**src/rtl/hfswr_rx_pkg.sv**
```systemverilog
// Shared definitions for the receiver capture path: FSM state encoding,
// BRAM byte-offset width and frame counter width.
package hfswr_rx_pkg;

  localparam logic [2:0] S_IDLE    = 3'd0;
  localparam logic [2:0] S_ARMED   = 3'd1;
  localparam logic [2:0] S_CAPTURE = 3'd2;
  localparam logic [2:0] S_COMMIT  = 3'd3;
  localparam logic [2:0] S_BLOCKED = 3'd4;

  typedef enum logic [2:0] {
    IDLE    = S_IDLE,
    ARMED   = S_ARMED,
    CAPTURE = S_CAPTURE,
    COMMIT  = S_COMMIT,
    BLOCKED = S_BLOCKED
  } state_t;

  localparam int BYTE_OFFSET = 2;
  localparam int FRAME_CNT_W = 16;

endpackage

```
**src/rtl/bank_status.sv**
```systemverilog
// Tracks which of the two banks hold unread frames and which one the PS
// should read next, keeping frames in oldest-first order.
module bank_status (
  input  logic       clk,
  input  logic       rst,
  input  logic       commit,
  input  logic       commit_bank,
  input  logic       rd_done,
  output logic [1:0] full,
  output logic       ready_bank,
  output logic       frame_ready,
  output logic       releasing
);

  logic [1:0] full_n;
  logic       ready_bank_n;
  logic       frame_ready_n;

  assign releasing = rd_done & frame_ready;

  // A release is applied before a same-cycle commit, so the commit sees the
  // post-release pending state and never overtakes an older frame.
  always_comb begin
    full_n        = full;
    ready_bank_n  = ready_bank;
    frame_ready_n = frame_ready;
    if (releasing) begin
      full_n[ready_bank] = 1'b0;
      if (full[~ready_bank]) ready_bank_n = ~ready_bank;
      else                   frame_ready_n = 1'b0;
    end
    if (commit) begin
      full_n[commit_bank] = 1'b1;
      if (!frame_ready_n) begin
        ready_bank_n  = commit_bank;
        frame_ready_n = 1'b1;
      end
    end
  end

  always_ff @(posedge clk or posedge rst) begin
    if (rst) begin
      full        <= 2'b00;
      ready_bank  <= 1'b0;
      frame_ready <= 1'b0;
    end else begin
      full        <= full_n;
      ready_bank  <= ready_bank_n;
      frame_ready <= frame_ready_n;
    end
  end

endmodule

```
**src/rtl/bram_bank_sched.sv**
```systemverilog
// Ping-pong capture scheduler: writes receiver samples into the free half of
// the sample BRAM while the PS reads the other half.
module bram_bank_sched
  import hfswr_rx_pkg::*;
#(
  parameter int ADDR_W    = 12,
  parameter int FRAME_LEN = 1000,
  parameter int DATA_W    = 32
) (
  input  logic                   clk,
  input  logic                   rst,
  input  logic                   en,
  input  logic                   start,
  input  logic                   s_valid,
  input  logic [DATA_W-1:0]      s_data,
  input  logic                   rd_done,
  output logic                   bram_we,
  output logic [31:0]            bram_addr,
  output logic [DATA_W-1:0]      bram_din,
  output logic                   frame_ready,
  output logic                   ready_bank,
  output logic                   overrun,
  output logic [FRAME_CNT_W-1:0] frame_cnt
);

  localparam logic [ADDR_W-1:0] LAST_IDX = ADDR_W'(FRAME_LEN - 1);

  state_t            state;
  logic [ADDR_W-1:0] index;
  logic              wr_bank;
  logic [1:0]        full;
  logic              releasing;
  logic              commit;
  logic              other_free;

  assign commit = (state == COMMIT);
  // A bank being released in the commit cycle counts as free already.
  assign other_free = !full[~wr_bank] || (releasing && (ready_bank == ~wr_bank));

  bank_status u_bank_status (
    .clk         (clk),
    .rst         (rst),
    .commit      (commit),
    .commit_bank (wr_bank),
    .rd_done     (rd_done),
    .full        (full),
    .ready_bank  (ready_bank),
    .frame_ready (frame_ready),
    .releasing   (releasing)
  );

  always_ff @(posedge clk or posedge rst) begin
    if (rst) begin
      state     <= IDLE;
      index     <= '0;
      wr_bank   <= 1'b0;
      bram_we   <= 1'b0;
      bram_addr <= '0;
      bram_din  <= '0;
      overrun   <= 1'b0;
      frame_cnt <= '0;
    end else begin
      bram_we <= 1'b0;
      if (commit) begin
        wr_bank   <= ~wr_bank;
        frame_cnt <= frame_cnt + 1'b1;
      end
      if (!en) begin
        state <= IDLE;
        index <= '0;
      end else begin
        case (state)
          IDLE:  state <= ARMED;
          ARMED: begin
            if (start) begin
              state <= CAPTURE;
              index <= '0;
            end
          end
          CAPTURE: begin
            if (s_valid) begin
              bram_we   <= 1'b1;
              bram_addr <= 32'({wr_bank, index, {BYTE_OFFSET{1'b0}}});
              bram_din  <= s_data;
              if (index == LAST_IDX) begin
                index <= '0;
                state <= COMMIT;
              end else begin
                index <= index + 1'b1;
              end
            end
          end
          COMMIT: state <= other_free ? ARMED : BLOCKED;
          BLOCKED: begin
            if (start)     overrun <= 1'b1;
            if (releasing) state   <= ARMED;
          end
          default: state <= IDLE;
        endcase
      end
    end
  end

endmodule

```
**config.mk**
```make
export PLATFORM = sky130hd
export DESIGN_NAME = bram_bank_sched
export DESIGN_NICKNAME = d
export VERILOG_FILES = /design/src/rtl/hfswr_rx_pkg.sv /design/src/rtl/bank_status.sv /design/src/rtl/bram_bank_sched.sv
export SDC_FILE = /design/constraint.sdc
export NUM_CORES = 1
export LEC_CHECK = 0
export ABC_AREA = 1
export CAP_MARGIN = 10
export CORE_UTILIZATION = 43
export CTS_BUF_LIST = sky130_fd_sc_hd__clkbuf_2 sky130_fd_sc_hd__clkbuf_4 sky130_fd_sc_hd__clkbuf_8
export CTS_CLUSTER_DIAMETER = 100
export DETAILED_ROUTE_END_ITERATION = 12
export DONT_BUFFER_PORTS = 1
export HOLD_SLACK_MARGIN = 0.03
export PLACE_DENSITY = 0.68
export RECOVER_POWER = 25
export SLEW_MARGIN = 20
export SYNTH_ARGS = -nofsm -noshare
export SYNTH_HDL_FRONTEND = slang
export SYNTH_SLANG_ARGS = --single-unit
```
**constraint.sdc**
```tcl
create_clock -name clk -period 3 [get_ports clk]
set_input_delay 0.45 -clock clk [delete_from_list [all_inputs] [get_ports clk]]
set_output_delay 0.45 -clock clk [all_outputs]
set_load 0.01 [all_outputs]
```
### Word-level counts from Yosys, hierarchy flattened

Cells that the tools add are included.

| storage, ports and cells | value |
|---|---|
| bits in registers | 83 |
| input bits | 38 |
| logic and storage cells | 78 |

| cells by class | value |
|---|---|
| add/sub/neg operators | 2 |
| magnitude comparators | 6 |
| equal/unequal tests | 11 |
| mux-type cells | 32 |
| bitwise operators | 6 |
| reductions and logical operators | 10 |

Operators with widths:

| kind | number |
|---|---|
| 12-bit two-way mux | 4 |
| 12-bit one-hot mux with 2 select lines | 1 |
| 3-bit two-way mux | 6 |
| 16-bit by 1-bit adder with 16-bit output, second input constant | 1 |
| 1-bit two-way mux | 16 |
| 3-bit one-hot mux with 5 select lines | 1 |
| 12-bit by 1-bit adder with 12-bit output, second input constant | 1 |
| 12-bit by 10-bit equality test with 1-bit output, second input constant | 1 |
| 3-bit inequality test, second input constant | 4 |
| 3-bit AND reduction | 3 |
| 1-bit by 2-bit less-than comparator with 1-bit output, second input constant | 4 |
| 3-bit by 2-bit equality test with 1-bit output, second input constant | 2 |
| 2-bit two-way mux | 2 |
| 4-bit AND reduction | 1 |
| 3-bit by 1-bit equality test with 1-bit output, second input constant | 1 |
| 3-bit equality test, second input constant | 1 |
| 1-bit logical AND | 3 |
| 3-bit zero test | 1 |
| 3-bit by 1-bit inequality test with 1-bit output, second input constant | 1 |
| 2-bit AND | 1 |
| 1-bit demux with 1-bit select | 2 |
| 1-bit greater-or-equal comparator, second input constant | 2 |
| 1-bit inverter | 2 |
| 2-bit inverter | 1 |
| other kinds (5) | 5 |

### Depth between registers and ports, before layout

| logic depth | value |
|---|---|
| depth after elaboration | 9 |
| depth in mapped cells | 10 |

### By module

A second synthesis with hierarchy kept.

| unflattened totals | value |
|---|---|
| cells, all modules | 519 |
| area, all modules | 4,056.4 sq um |

By module, submodules not included:

| module | instances | cells an instance | area each (sq um) | sequential area each (sq um) |
|---|---|---|---|---|
| bram_bank_sched | 1 | 494 | 3,856.2 | 1,976.9 |
| bank_status | 1 | 25 | 200.2 | 100.1 |

### Worst setup path before layout

No wires, ideal clock.

| timing path | value |
|---|---|
| path kind | reg2reg |
| from | register state[2] |
| to | register bram_addr[3] |
| library setup time | 0.117 ns |
| arrival | 1.339 ns |
| slack | 1.544 ns |
| cell stages (with the launch flop) | 9 |
| buffers on the path | 2 |
| clock period less this slack | 1.456 ns |
| cell sequence | dfrtp_1 -> inv_1 -> nand3_4 -> nor3_4 -> inv_2 -> buf_2 -> buf_2 -> nand2_1 -> nand2_1 |

| between the ends | value |
|---|---|
| longest elaborated chain between the ends | 2 |

Ends and longest elaborated chain:

| what | RTL line | source |
|---|---|---|
| from (decl) | bram_bank_sched.sv:28 | `state_t state;` |
| from (signal assigned) | bram_bank_sched.sv:93 | `COMMIT: state <= other_free ? ARMED : BLOCKED;` |
| 3-bit by 2-bit equality test with 1-bit output | bram_bank_sched.sv:72 | `case (state)` |
| 3-bit AND reduction (no source line) | n/a |  |
| to (signal assigned) | bram_bank_sched.sv:83 | `bram_addr <= 32'({wr_bank, index, {BYTE_OFFSET{1'b0}}});` |
| to (decl) | bram_bank_sched.sv:18 | `output logic [31:0] bram_addr,` |

Every way passes these cells.
A chain may end at the register's enable or synchronous reset.

### Final worst setup path

| timing path | value |
|---|---|
| from | register state[2] |
| to | register bram_addr[13] |

Same word-level chain as after synthesis.

==> impl_metrics.toml <==
[timing]
slew-limit-headroom_pct = -32.7
max_freq_ghz = 0.471
finalCritPeriodShare_pct = 70.8
worstMarginPinSlew_ns = 1.98
finalWorstSetupSlack_ns = 0.875
finalHoldViolCount = 0
finalSetupTns_ns = 0
skew_ns = 0.0106
finalSetupViolCount = 0
post-route-min-period_ns = 2.12
rsz0062_at_grt = "false"
maxSlewViolCount = 42

[detailed_routing]
drt_iter0_drc = 179
drc_errors = 9
ant_nets = 0
vias_per_cell = 4.94
vias = 3025
wl_per_cell_um = 13.5
totalWireLength_mm = 8.28
drtPass1Iterations = 11

[pwr]
leakagePower_nw = 2.20
ir_worst_vdd_mv = 0.263
p_per_area_nw_per_um2 = 812

[synth]
postSynthAreaPerCell_um2 = 7.99
synth.distinct_cells = 28
syn_inst = 498
ys_seq_area_share_pct = 52.2
ys_seq_elements = 83
yosysWarnings = 0
synth_area_um2 = 3980

[floorplan]
die_h_um = 98.2
fp-row-count = 34
dieArea_um2 = 9650
io_pins = 122
start_util_pct = 45.0
core_um2 = 8850
fp.dieW_um = 98.2

[place]
gp_congestion = 0.886
pre_cts_ws_ns = 0.962
port-buffer-count = 0
placed_cells = 597
dp_hpwl_mm = 5.88

[hold_path]
min_path_type = "in2reg"

[layout]
fin_cells = 612
drive_above_1_share_pct = 5.75
fin_nets = 541
syn2layout_area_growth_pct = 6.76
fin_util_pct = 48.0
antenna_cells = 0

[global_route]
grt_max_degree = 57
grt.met3_usage_pct = 5.23
grt_pass1_vias = 2731
grt_pass1_wl_mm = 13.2
met2_usage_pct = 29.1
antenna_found_initial = 0
grt-busiest-layer = "met2"
grt_overflow = 0
grt_use_total_pct = 17.4
grt_use_met1_pct = 21.3

[critical_path]
cp_max_fo = 56
crit_path_start_kind = "register"
worstPathRequired_ns = 3.19
ff2ff_path_depth = 7
worstPathCellList = "inv_1 > nand3_4 > nor3_4 > buf_4 > inv_2 > nand2_1 > o21ai_0"
crit_path_end = "bram_addr[13]"
end_kind = "register"
path_buf_inv = 3
critical_path.startpoint = "state[2]"
cp.arrival_ns = 2.32
cp_top_family = "buffers and inverters"
timing.rr.start = "state[2]"
worst_path_max_delay_cell = "inv_2"
cp_num_cells = 7
r2r-end = "bram_addr[13]"
slowest_delay_ns = 0.43
path_class = "reg2reg"
rrSetupSlack_ns = 0.88

[clock_network]
cts_tree = "done"
clock_tree.buffer_depth = 2
path_clk_slew_ns = 0.08
htree_num_levels = 3
post_cts_resized = 0
clk_latency_ns = 0.35
hold_buffers = 0
cts_made_buffers = 9
cts_num_sinks = 83
clockRootBuffer = "clkbuf_8"
post-cts-setup-buffers = 0

[status]
violations = "design-rule violations, max-capacitance violations, max-slew violations"
outcome = "complete, but fails checks"

[run]
cap_violations = 1
==> cells in the final DEF, fill, tap and decap left out, types with 2 or more instances in the layout <==
| master | instances |
|---|---|
| xor2_1 | 13 |
| bufinv_16 | 3 |
| nand2_1 | 198 |
| nand3_1 | 25 |
| clkinv_2 | 2 |
| nor2_1 | 41 |
| conb_1 | 19 |
| nor3_1 | 6 |
| o21ai_0 | 19 |
| ha_1 | 3 |
| clkbuf_8 | 9 |
| nand4_1 | 9 |
| nand2_2 | 2 |
| dfrtp_1 | 83 |
| o21ai_1 | 7 |
| inv_1 | 47 |
| xnor2_1 | 2 |
| inv_2 | 3 |
==> kinds of logic (layout without fill, tap and decap cells) <==
group,after synthesis,after routing,synth area share (%)
xor+xnor,15,15,3.30
other cells,1,19,0.0942
flops,83,83,52.2
fa+ha+maj,3,3,0.943
buf+inv,81,69,9.87
compound gates,29,29,3.93
simple gates,286,286,29.7
==> worst register-to-register path: stages (launching register included) <==
cell     delay, ns
dfrtp_1       0.40
inv_1         0.16
nand3_4       0.15
nor3_4        0.13
buf_4         0.38
inv_2         0.43
nand2_1       0.21
o21ai_0       0.11
==> synthesized netlist by cell type (all sizes together) <==
cell type    n  area (µm²)
o21bai       1        7.51
ha           3        37.5
clkbuf       2        7.51
dfrtp       83        2080
xnor2        2        17.5
o21ai       26         130
nor3         7        46.3
clkinv       1        5.00
nand2      200         756
xor2        13         114
nand3       27         153
nand4        9        56.3
o221ai       1        8.76
inv         51         191
nor2        43         171
buf         27         189
a41o         1        10.0
conb         1        3.75
==> power breakdown <==
group | leakage, nW | switching, mW | total [mW] | internal (mW)
clock | 0.116 | 0.386 | 0.943 | 0.556
combinational | 0.987 | 0.436 | 0.655 | 0.219
sequential | 1.10 | 0.410 | 1.85 | 1.44
total | 2.20 | 1.23 | 3.45 | 2.22
==> how the worst min path moves through the flow <==
| stage | to | startpoint | slack (ns) | depth (start not counted) |
|---|---|---|---|---|
| 6_report | bram_din[8] | s_data[8] | 0.21 | 2 |
| 5_1_grt | bram_din[4] | s_data[4] | 0.20 | 2 |
| 4_1_cts | frame_cnt[13] | rst | 0.11 | 1 |
| 3_5_place_dp | frame_cnt[15] | rst | 0.50 | 1 |
| 3_3_place_gp | bram_din[3] | rst | 0.47 | 1 |
| 2_1_floorplan | bram_din[23] | bram_din[23] | 0.51 | 2 |
==> metal layers <==
metal | vias up | part of all wire [%]
li1 | 1509 | -
met1 | 1422 | 44
met2 | 85 | 48
met3 | 9 | 6.3
met4 | 0 | 1.4
met5 | - | 0
==> state kept, by name, summed over array words and instances, names as in the netlist <==
name and count:
state 3, bram_din 32, bram_addr 13, wr_bank 1
overrun 1, u_bank_status.full 2, u_bank_status.ready_bank 1, u_bank_status.frame_ready 1
bram_we 1, index 12, frame_cnt 16
==> area by class of cell <==
type                            count  area, µm²
Fill cell                         856       4600
Sequential cell                    83       2080
Multi-Input combinational cell    352       1580
Inverter                           52        198
Tap cell                          108        135
Clock buffer                       10        131
Clock inverter                      5        103
Timing Repair Buffer                2       27.5
==> stage by stage <==
stage               power [mW]  hold WS (ns)  area (µm²)
floorplan                 2.36         0.506        4050
global placement          2.50         0.475        4020
detailed placement        2.54         0.496        4020
CTS                       3.49         0.107        4250
global route              3.67         0.196        4250
finish                    3.45         0.214        4250
Power figures use the tool's default switching activity.
